===== src/rtl/mc_controller.sv =====
// mc_controller: multi-cycle MIPS control FSM (FETCH/DECODE/EXEC/MEM/WB).
// Define MCCTRL_MEM_WAIT_EN to stall in MEM until mem_ready is high.
module mc_controller #(
    parameter int IFETCH_CYCLES = 1
) (
    input  logic       clk,
    input  logic       reset_n,
    input  logic [5:0] op,
    input  logic [5:0] func,
    input  logic       zero,
    input  logic       mem_ready,
    output logic       ir_we,
    output logic       pc_we,
    output logic [2:0] npc_sel,
    output logic [2:0] reg_dst,
    output logic [2:0] mem_to_reg,
    output logic [2:0] alu_ctrl,
    output logic       alu_src,
    output logic       ext_op,
    output logic       reg_write,
    output logic       mem_read,
    output logic       mem_write,
    output logic [2:0] state,
    output logic       instr_done
);
    typedef enum logic [2:0] {FETCH = 3'd0, DECODE = 3'd1, EXEC = 3'd2, MEM = 3'd3, WB = 3'd4} state_t;
    typedef enum logic [3:0] {C_NOP, C_ADDU, C_SUBU, C_JR, C_ORI, C_LUI, C_LW, C_SW, C_BEQ, C_JAL} cls_t;

    localparam logic [3:0] LAST = 4'(IFETCH_CYCLES - 1);

    state_t     state_q, state_d;
    logic [3:0] cnt_q, cnt_d;
    cls_t       cls;
    logic       mem_go;

`ifdef MCCTRL_MEM_WAIT_EN
    assign mem_go = mem_ready;
`else
    logic unused_mem_ready;
    assign unused_mem_ready = mem_ready;
    assign mem_go = 1'b1;
`endif

    assign state = state_q;

    always_comb begin
        cls = C_NOP;
        case (op)
            6'h00: cls = (func == 6'h21) ? C_ADDU : (func == 6'h23) ? C_SUBU : (func == 6'h08) ? C_JR : C_NOP;
            6'h0F: cls = C_LUI;
            6'h0D: cls = C_ORI;
            6'h23: cls = C_LW;
            6'h2B: cls = C_SW;
            6'h04: cls = C_BEQ;
            6'h03: cls = C_JAL;
            default: cls = C_NOP;
        endcase
    end

    always_ff @(posedge clk or negedge reset_n) begin
        if (!reset_n) begin
            state_q <= FETCH;
            cnt_q   <= '0;
        end else begin
            state_q <= state_d;
            cnt_q   <= cnt_d;
        end
    end

    // Outputs are gated by reset_n so nothing (not even ir_we) shows while reset is held.
    always_comb begin
        state_d    = FETCH;
        cnt_d      = '0;
        ir_we      = 1'b0;
        pc_we      = 1'b0;
        npc_sel    = 3'd0;
        reg_dst    = 3'd0;
        mem_to_reg = 3'd0;
        alu_ctrl   = 3'd0;
        alu_src    = 1'b0;
        ext_op     = 1'b0;
        reg_write  = 1'b0;
        mem_read   = 1'b0;
        mem_write  = 1'b0;
        instr_done = 1'b0;
        if (reset_n) begin
            case (state_q)
                FETCH: begin
                    ir_we   = (cnt_q == LAST);
                    state_d = ir_we ? DECODE : FETCH;
                    cnt_d   = ir_we ? 4'd0 : cnt_q + 4'd1;
                end
                DECODE: begin
                    pc_we      = (cls == C_NOP) || (cls == C_JR);
                    instr_done = pc_we;
                    npc_sel    = (cls == C_JR) ? 3'd3 : 3'd0;
                    state_d    = pc_we ? FETCH : (cls == C_JAL) ? WB : EXEC;
                end
                EXEC: begin
                    pc_we      = (cls == C_BEQ);
                    instr_done = pc_we;
                    npc_sel    = (pc_we && zero) ? 3'd1 : 3'd0;
                    state_d    = (cls == C_LW || cls == C_SW) ? MEM :
                                 (cls inside {C_ADDU, C_SUBU, C_ORI, C_LUI}) ? WB : FETCH;
                end
                MEM: begin
                    mem_read   = (cls == C_LW);
                    mem_write  = (cls == C_SW);
                    pc_we      = mem_write && mem_go;
                    instr_done = pc_we;
                    state_d    = !mem_go && (mem_read || mem_write) ? MEM : mem_read ? WB : FETCH;
                end
                WB: begin
                    reg_write  = 1'b1;
                    pc_we      = 1'b1;
                    instr_done = 1'b1;
                    reg_dst    = (cls == C_ADDU || cls == C_SUBU) ? 3'd1 : (cls == C_JAL) ? 3'd2 : 3'd0;
                    mem_to_reg = (cls == C_LW) ? 3'd1 : (cls == C_JAL) ? 3'd2 : (cls == C_LUI) ? 3'd3 : 3'd0;
                    npc_sel    = (cls == C_JAL) ? 3'd2 : 3'd0;
                end
                default: state_d = FETCH;
            endcase
            // ALU controls stay valid from EXEC until the instruction retires.
            if (state_q == EXEC || state_q == MEM || state_q == WB) begin
                alu_ctrl = (cls == C_SUBU || cls == C_BEQ) ? 3'd1 : (cls == C_ORI) ? 3'd2 : 3'd0;
                alu_src  = cls inside {C_ORI, C_LUI, C_LW, C_SW};
                ext_op   = (cls == C_ORI);
            end
        end
    end
endmodule


===== config.mk =====
export PLATFORM = sky130hd
export DESIGN_NAME = mc_controller
export DESIGN_NICKNAME = d
export VERILOG_FILES = /design/src/rtl/mc_controller.sv
export SDC_FILE = /design/constraint.sdc
export NUM_CORES = 1
export LEC_CHECK = 0
export BUFFER_PORTS_ARGS = -buffer_cell sky130_fd_sc_hd__buf_2
export CAP_MARGIN = 10
export CORE_ASPECT_RATIO = 0.9
export CORE_UTILIZATION = 50
export DETAILED_ROUTE_END_ITERATION = 8
export PLACE_DENSITY_LB_ADDON = 0.15
export SYNTH_ARGS = -nofsm -noshare
export SYNTH_HDL_FRONTEND = slang
export SYNTH_SLANG_ARGS = --single-unit

===== constraint.sdc =====
create_clock -name clk -period 6.7 [get_ports clk]
set_clock_uncertainty 0.2 [all_clocks]
set_input_delay 2.01 -clock clk [delete_from_list [all_inputs] [get_ports clk]]
set_output_delay 2.01 -clock clk [all_outputs]
set_load 0.05 [all_outputs]

==> results of run 1 <==
## through the flow
step           hold WS (ns)  instances
2_1_floorplan         0.261        116
3_5_place_dp          0.298        164
5_1_grt               0.346        168
6_report              0.305        168
3_3_place_gp          0.288        164
4_1_cts               0.305        168
## area by class of cell
class,count,area (um2)
Clock buffer,4,26.3
Fill cell,154,493
Inverter,9,33.8
Sequential cell,7,175
Multi-Input combinational cell,93,608
Tap cell,22,27.5
Timing Repair Buffer,33,165
## where the power goes
group	leakage (nW)	internal, mW	total [mW]	switching, mW
logic	0.388	0.0107	0.0374	0.0268
clock network	0.0150	0.0226	0.0367	0.0141
registers	0.0963	0.0430	0.0440	0.00101
## metal layers
layer	up-vias	wire [um]	part of all wire	global-route usage
li1	462	-	-	-
met1	401	947	0.49	0.322
met2	40	835	0.43	0.368
met3	0	139	0.072	0.0647
met4	0	0	0	0
met5	-	0	0	0
## flip-flops by register name, summed over array words and instances, names as in the netlist
signal  cells
state       3
cnt_q       4
## cells in the final DEF (no fill, tap or decap), types with 3 or more instances in the layout
master / synthesis / routed
a21oi_1: 3 / 3
and3_2: 3 / 3
buf_2: 0 / 33
clkbuf_4: 0 / 3
conb_1: 1 / 4
dfrtp_1: 7 / 7
inv_1: 9 / 9
mux2i_1: 3 / 3
nand2_1: 4 / 4
nand2b_1: 6 / 6
nand3_1: 4 / 4
nand3b_1: 3 / 3
nor2_1: 16 / 16
nor3_1: 6 / 6
o21ai_0: 3 / 3
or3_1: 3 / 3
## logic make-up (layout without fill, tap and decap cells)
group                      after synthesis  count (layout)  share of synthesized area
AOI/OAI and AO/OA                       18              18                      0.171
xor gates and xnor gates                 4               4                     0.0406
adders and majority gates                2               2                     0.0290
buffers and inverters                   16              46                      0.104
DFF                                      7               7                      0.203
muxes                                    3               3                     0.0348
other                                    1               4                    0.00435
and+or+nand+nor                         62              62                      0.412
## worst max-delay path, delay by kind of cell
family	cells	cell delay (ns)
buf+inv	2	0.42
compound gates	3	0.63
simple gates	2	1.09
## final timing paths
kind / endpoint / cells past startpoint
worst min-delay path: cnt_q[0]$_DFF_PN0_ / 1
worst max-delay path: npc_sel[0] / 7
worst min register to register: cnt_q[0]$_DFF_PN0_ / 1
max in group asynchronous: cnt_q[0]$_DFF_PN0_ / 1
worst max register to register: state[2]$_DFF_PN0_ / 4
min in group asynchronous: state[1]$_DFF_PN0_ / 1
==> run_results.csv, run 1 <==
group,metric,value,unit
final_layout,design_area,0.00104,mm2
worst_setup_path,worst_setup_path_end_kind,"output port",
global_route,grt_pass1_wl,3070,um
worst_hold_path,hp-class,"reg -> reg",
detailed_routing,vias,903,
timing,rsz0062_at_grt,"no",
synthesis,ys_seq_elements,7,
floorplan,coreArea,0.00153,mm2
floorplan,die_h,41.4,um
timing,slew_violations,0,
placed_design,place_area,0.00101,mm2
synthesis,avgSynthCellArea,7.63,um2
synthesis,synth_edf_count,0,
clocking,path_clk_slew,0.05,ns
clocking,post-cts-setup-buffers,0,
worst_setup_path,rrSetupSlack,5.09,ns
floorplan,ios,39,
synthesis,ys_warn_count,0,
synthesis,ys_top_cells_by_area,"dfrtp_1 20%, nor2_1 7.0%, buf_4 5.2%",
placed_design,portBuffers,33,
final_layout,drive_gt1_frac,0.322,
global_route,grt_overflow_total,0,
worst_setup_path,critPathLaunch,"op[3]",
worst_setup_path,cp-start-kind,"input pin",
clocking,holdBufCountCts,0,
worst_setup_path,crit_fanout,10,
synthesis,seq_area_frac_synth,0.203,
worst_setup_path,cp.required,4.49,ns
detailed_routing,routedWlPerCell,11.4,um
floorplan,rows,13,
timing,fin_crit_sh,0.949,
synthesis,async_reset_ff_frac,1.00,
synthesis,synth.distinct_cells,45,
clocking,clk_latency,0.25,ns
power,fin_total_pwr,0.118,mW
timing,fin_ws,0.340,ns
clocking,cts_max_level,1,
synthesis,ys.flop_type,"dfrtp_1",
power,irDropWorstVdd,0.134,mV
final_layout,diodes,0,
clocking,ctsResizeCount,0,
placed_design,place.gp.congestion,0.869,
detailed_routing,drt-initial-drc-count,20,
global_route,antenna_found_initial,0,
power,leakagePower,0.499,nW
worst_setup_path,crit_path_frequent_cell,"buf_2",
clocking,root_buffer,"clkbuf_4",
detailed_routing,via_per_inst,5.38,
timing,hold_viol_final,0,
timing,finalSetupViolations,0,
outcome,status,"completed",
floorplan,dieArea,0.00189,mm2
clocking,cts_tree,"yes",
detailed_routing,drc,0,
worst_hold_path,hp-start,"cnt_q[0]$_DFF_PN0_",
clocking,clock_sinks,7,
synthesis,synth_top_area_cell,"dfrtp_1",
global_route,grt_pass1_vias,699,
worst_setup_path,critPathMaxStageDelay,0.57,ns
detailed_routing,first_pass_iters,4,
worst_setup_path,slowest_stage,"or4_4",
synthesis,synth.most_common_cell,"nor2_1",
clocking,cts_buffer_depth,2,
job,max-cap-violations,0,
worst_setup_path,crit_type,"in -> out",
worst_setup_path,reg2reg_from,"state[0]$_DFF_PN0_",
timing,finalCriticalPeriod,6.36,ns
global_route,grt_max_degree,14,
final_layout,area_delta_synth_final,20.2,%
placed_design,dp_hpwl,1520,um
clocking,numCtsBuffers,3,
worst_setup_path,worst_ep_arrival_time,4.15,ns
timing,clock.fmax,157,MHz
synthesis,ys_top_cells_by_count,"16 x nor2_1, 9 x inv_1, 7 x dfrtp_1",
power,p_per_area,114,mW/mm2
global_route,grt.total_usage,0.228,
synthesis,synth_top_area_frac,0.203,
final_layout,final_core_util,0.678,
placed_design,dp_slack,0.343,ns
detailed_routing,drtAntennaViolNets,0,
synthesis,syn_inst,113,
floorplan,start_util,0.564,
detailed_routing,routed_wl,1920,um
final_layout,nNetsFinal,165,
worst_setup_path,crit_chain,"buf_2, or4_4, a2111oi_4, a21oi_2, or4_1, a21oi_1, buf_2",
floorplan,die_w,45.8,um
synthesis,netlist_area,862,um2
timing,tns,0,ns
Note: power is estimated with default switching activity, not from simulation.
==> run 2, diff against run 1 <==
CORE_UTILIZATION = 52   (was 50)
CTS_BUF_LIST = sky130_fd_sc_hd__clkbuf_8   (was unset)
==> run_results.csv, run 2 (synthesized netlist as in run 1, its figures left out) <==
group,metric,value,unit
outcome,status,"completed",
worst_setup_path,crit_path_frequent_cell,"buf_2",
global_route,grt_pass1_wl,2990,um
floorplan,coreArea,0.00150,mm2
global_route,use_met1,0.287,
detailed_routing,vias,910,
detailed_routing,drt-initial-drc-count,28,
placed_design,portBuffers,33,
clocking,clk_latency,0.23,ns
floorplan,start_util,0.576,
clocking,cts_max_level,1,
placed_design,place.gp.congestion,0.864,
worst_setup_path,crit_type,"in -> out",
clocking,post-cts-setup-buffers,0,
worst_setup_path,reg2reg_from,"state[0]$_DFF_PN0_",
worst_setup_path,cp.required,4.49,ns
job,max-cap-violations,0,
floorplan,ios,39,
floorplan,dieArea,0.00182,mm2
detailed_routing,via_per_inst,5.42,
clocking,path_clk_slew,0.04,ns
clocking,ctsResizeCount,0,
timing,finalSetupViolations,0,
placed_design,place_area,0.00101,mm2
final_layout,design_area,0.00105,mm2
final_layout,stdcell_count,168,
floorplan,rows,13,
worst_hold_path,hp-class,"reg -> reg",
timing,tns,0,ns
detailed_routing,drc,0,
detailed_routing,routedWlPerCell,11.9,um
worst_hold_path,hp-start,"cnt_q[0]$_DFF_PN0_",
final_layout,nNetsFinal,165,
worst_setup_path,critPathLaunch,"op[3]",
worst_setup_path,crit_fanout,10,
worst_setup_path,worst_setup_path_end_kind,"output port",
clocking,root_buffer,"clkbuf_8",
power,leakagePower,0.511,nW
worst_setup_path,reg2reg_depth,4,
timing,rsz0062_at_grt,"no",
clocking,holdBufCountCts,0,
final_layout,diodes,0,
timing,slew_violations,0,
timing,fin_ws,0.338,ns
worst_hold_path,whs_path_depth,1,
clocking,clock_sinks,7,
global_route,gr-usage-met2,0.409,
power,irDropWorstVdd,0.121,mV
timing,fin_crit_sh,0.950,
final_layout,final_core_util,0.705,
final_layout,drive_gt1_frac,0.322,
placed_design,dp_cells,164,
worst_setup_path,cp-start-kind,"input pin",
floorplan,die_h,40.6,um
clocking,cts_buffer_depth,2,
worst_setup_path,worst_ep_arrival_time,4.15,ns
worst_setup_path,crit_chain,"buf_2, or4_4, a2111oi_4, a21oi_2, or4_1, a21oi_1, buf_2",
clocking,cts_tree,"yes",
global_route,antenna_found_initial,0,
final_layout,area_delta_synth_final,22.4,%
detailed_routing,routed_wl,2000,um
final_layout,largest-register,"cnt_q",
power,p_per_area,132,mW/mm2
global_route,use_met3,0.0661,
final_layout,largest_reg_flops,4,
detailed_routing,first_pass_iters,4,
global_route,grt_overflow_total,0,
final_layout,layout.cells.most_common,"buf_2",
placed_design,dp_slack,0.350,ns
timing,clock.fmax,157,MHz
worst_setup_path,critPathMaxStageDelay,0.57,ns
detailed_routing,drtAntennaViolNets,0,
placed_design,dp_hpwl,1610,um
final_layout,final_cell_mix,"33 x buf_2, 16 x nor2_1, 10 x inv_1, 7 x dfrtp_1",
worst_setup_path,slowest_stage,"or4_4",
floorplan,die_w,44.9,um
clocking,numCtsBuffers,3,
global_route,grt.total_usage,0.229,
global_route,grt_pass1_vias,716,
timing,finalCriticalPeriod,6.36,ns
timing,hold_viol_final,0,
global_route,grt_max_degree,14,
global_route,busiest_layer,"met2",
[run 2: cell count changes in the layout (fill, tap and decap cells not counted)]
cell / previous run / this run
clkbuf_4: 3 / 0
clkbuf_8: 0 / 3
clkbuf_1: 1 / 0
inv_1: 9 / 10
[run 2: cell type report]
type / instances / area [um2]
Clock buffer: 3 / 41.3
Sequential cell: 7 / 175
Inverter: 9 / 33.8
Fill cell: 140 / 442
Tap cell: 22 / 27.5
Clock inverter: 1 / 3.75
Multi-Input combinational cell: 93 / 608
Timing Repair Buffer: 33 / 165
[run 2: worst paths after layout]
kind	slack, ns	to
setup / recovery	0.34	npc_sel[0]
hold / removal	0.30	cnt_q[0]$_DFF_PN0_
setup reg to reg	5.11	state[2]$_DFF_PN0_
hold reg to reg	0.30	cnt_q[0]$_DFF_PN0_
max in group asynchronous	4.65	cnt_q[0]$_DFF_PN0_
min in group asynchronous	1.44	state[1]$_DFF_PN0_
[run 2: stage by stage]
step	power (mW)	hold slack [ns]
detailed placement	0.0818	0.293
CTS	0.141	0.299
global placement	0.0812	0.282
finish	0.140	0.296
global route	0.147	0.339
floorplan	0.0730	0.261
[run 2: metal layers]
layer	share of wire	routed length, um	vias up
met4	0	0	0
li1	-	-	463
met2	0.47	941	35
met1	0.47	944	412
met5	0	0	-
met3	0.056	111	0
[run 2: worst max-delay path: cells and delay by family]
family | cells | cell delay (ns)
buffers and inverters | 2 | 0.41
and+or+nand+nor | 2 | 1.10
AOI/OAI and AO/OA | 3 | 0.64
[run 2: where the power goes]
part | switching (mW) | leakage (nW) | internal (mW)
logic | 0.0266 | 0.388 | 0.0107
clock network | 0.0186 | 0.0269 | 0.0396
registers | 0.00103 | 0.0963 | 0.0431
==> run 3, diff against run 2 <==
--- a/config.mk
+++ b/config.mk
@@ -6,5 +6,5 @@
 export NUM_CORES = 1
 export LEC_CHECK = 0
-export BUFFER_PORTS_ARGS = -buffer_cell sky130_fd_sc_hd__buf_2
+export BUFFER_PORTS_ARGS = -buffer_cell sky130_fd_sc_hd__clkbuf_2
 export CAP_MARGIN = 10
 export CORE_ASPECT_RATIO = 0.9
==> constraint.sdc (replaced) <==
create_clock -name clk -period 6.7 [get_ports clk]
set_clock_uncertainty 0.2 [all_clocks]
set_input_delay 0.335 -clock clk [delete_from_list [all_inputs] [get_ports clk]]
set_output_delay 0.335 -clock clk [all_outputs]
set_load 0.05 [all_outputs]
==> run_results.csv, run 3 (synthesized netlist as in run 1, its figures left out) <==
group,metric,value,unit
final_layout,nNetsFinal,166,
detailed_routing,wl_met1,964,um
final_layout,largest_reg_flops,4,
power,comb_power_share,0.275,
clocking,ctsResizeCount,0,
final_layout,design_area,0.00106,mm2
final_layout,layout.cells.most_common,"clkbuf_2",
clocking,cts_tree,"yes",
detailed_routing,top_layer,"met4",
timing,finalSetupViolations,0,
power,power.internal,0.0935,mW
placed_design,dp_hpwl,1610,um
worst_setup_path,cp.required,6.16,ns
power,seqPwrFrac,0.318,
floorplan,ios,39,
worst_setup_path,cp-start-kind,"input pin",
final_layout,largest-register,"cnt_q",
placed_design,dp_cells,164,
detailed_routing,routedWlPerCell,12.2,um
global_route,grt_pass1_vias,709,
detailed_routing,drtAntennaViolNets,0,
power,irDropWorstVdd,0.125,mV
power,leakagePower,0.502,nW
detailed_routing,via_per_inst,5.57,
floorplan,rows,13,
floorplan,die_w,44.9,um
power,switching_share,0.326,
worst_setup_path,worst_ep_arrival_time,2.53,ns
global_route,grt_max_degree,14,
worst_setup_path,crit_fanout,10,
final_layout,final_core_util,0.712,
placed_design,portBuffers,33,
power,p_per_area,130,mW/mm2
clocking,root_buffer,"clkbuf_8",
timing,max_slew.worst_pin.slew,0.521,ns
worst_setup_path,critPathCapture,"npc_sel[0]",
worst_setup_path,rrSetupSlack,5.13,ns
clocking,cts_max_level,1,
detailed_routing,met3_length,120,um
job,max-cap-violations,0,
final_layout,area_delta_synth_final,23.5,%
timing,finalCriticalPeriod,3.07,ns
global_route,grt_overflow_total,0,
floorplan,dieArea,0.00182,mm2
power,p_switching,0.0452,mW
floorplan,coreArea,0.00150,mm2
placed_design,place_area,0.00101,mm2
clocking,clk_latency,0.22,ns
final_layout,regArea,175,um2
global_route,grt.total_usage,0.239,
worst_setup_path,critPathLaunch,"op[3]",
final_layout,drive_gt1_frac,0.320,
outcome,status,"completed",
detailed_routing,routed_wl,2060,um
detailed_routing,drt-initial-drc-count,42,
timing,tns,0,ns
final_layout,stdcell_count,169,
floorplan,start_util,0.576,
worst_setup_path,crit_type,"in -> out",
timing,rsz0062_at_grt,"no",
timing,slew_violations,0,
final_layout,diodes,0,
timing,hold_viol_final,0,
final_layout,multiInputGateArea,608,um2
clocking,path_clk_slew,0.04,ns
timing,clock.fmax,326,MHz
worst_setup_path,worst_setup_path_end_kind,"output port",
final_layout,final_cell_mix,"33 x clkbuf_2, 16 x nor2_1, 10 x inv_1, 7 x dfrtp_1",
detailed_routing,vias,941,
placed_design,place.gp.congestion,0.866,
global_route,grt_pass1_wl,3120,um
power,power_frac_clock,0.407,
clocking,numCtsBuffers,3,
clocking,cts_buffer_depth,2,
detailed_routing,first_pass_iters,4,
timing,relSlewSlack,0.650,
worst_setup_path,reg2reg_from,"state[0]$_DFF_PN0_",
timing,fin_crit_sh,0.458,
worst_hold_path,hp-class,"reg -> reg",
final_layout,fillers,131,
worst_setup_path,reg2reg_to,"state[2]$_DFF_PN0_",
detailed_routing,drc,0,
clocking,clock_sinks,7,
floorplan,die_h,40.6,um
detailed_routing,wl_met2,966,um
worst_setup_path,reg2reg_depth,4,
global_route,antenna_found_initial,0,
==> run 3: power by group through the flow <==
stage	combinational (mW)	sequential [mW]	clock [mW]
floorplan	0.0263	0.0466	0
global placement	0.0365	0.0446	0
global route	0.0415	0.0442	0.0606
CTS	0.0379	0.0441	0.0583
finish	0.0382	0.0442	0.0564
detailed placement	0.0374	0.0447	0
==> run 3: layer usage <==
layer,GRT usage,vias to the layer above
met2,0.406,45
li1,-,468
met3,0.0661,3
met4,0.0152,0
met5,0,-
met1,0.321,425
==> run 3: timing repair <==
| item | in CTS | in global routing |
|---|---|---|
| hold endpoints to repair | 7 | 0 |
| buffers inserted | 0 | 0 |
| hold buffers | 1 | 0 |
| setup endpoints to repair | 0 | 0 |
==> run 3: worst min-delay path by stage <==
stage                        from            endpoint  slack [ns]  cells past startpoint
2_1_floorplan             reset_n  cnt_q[0]$_DFF_PN0_       -0.16                      0
3_3_place_gp              reset_n  state[1]$_DFF_PN0_        0.02                      1
3_5_place_dp              reset_n  state[0]$_DFF_PN0_        0.02                      1
4_1_cts        cnt_q[0]$_DFF_PN0_  cnt_q[0]$_DFF_PN0_        0.30                      1
5_1_grt        cnt_q[0]$_DFF_PN0_  cnt_q[0]$_DFF_PN0_        0.33                      1
6_report       cnt_q[0]$_DFF_PN0_  cnt_q[0]$_DFF_PN0_        0.30                      1
==> run 3: layout make-up <==
class	count	area share
multi-input cells	93	0.571
flip-flops and latches	7	0.165
repair buffers	34	0.165
clock buffers	3	0.0388
inverters	9	0.0317
well taps	22	0.0259
clock inverters	1	0.00353
==> run 3: through the flow <==
stage          power (mW)  setup WS (ns)  hold WS (ns)
3_5_place_dp       0.0820           3.65        0.0211
4_1_cts             0.140           3.65         0.301
3_3_place_gp       0.0812           3.69        0.0202
2_1_floorplan      0.0730           3.31        -0.161
6_report            0.139           3.63         0.301
5_1_grt             0.146           3.59         0.330
==> run 3: worst max-delay path, stage by stage <==
cell and delay (ns):
clkbuf_2 0.14, or4_4 0.58, a2111oi_4 0.35, a21oi_2 0.15, or4_1 0.55, a21oi_1 0.15
clkbuf_2 0.29
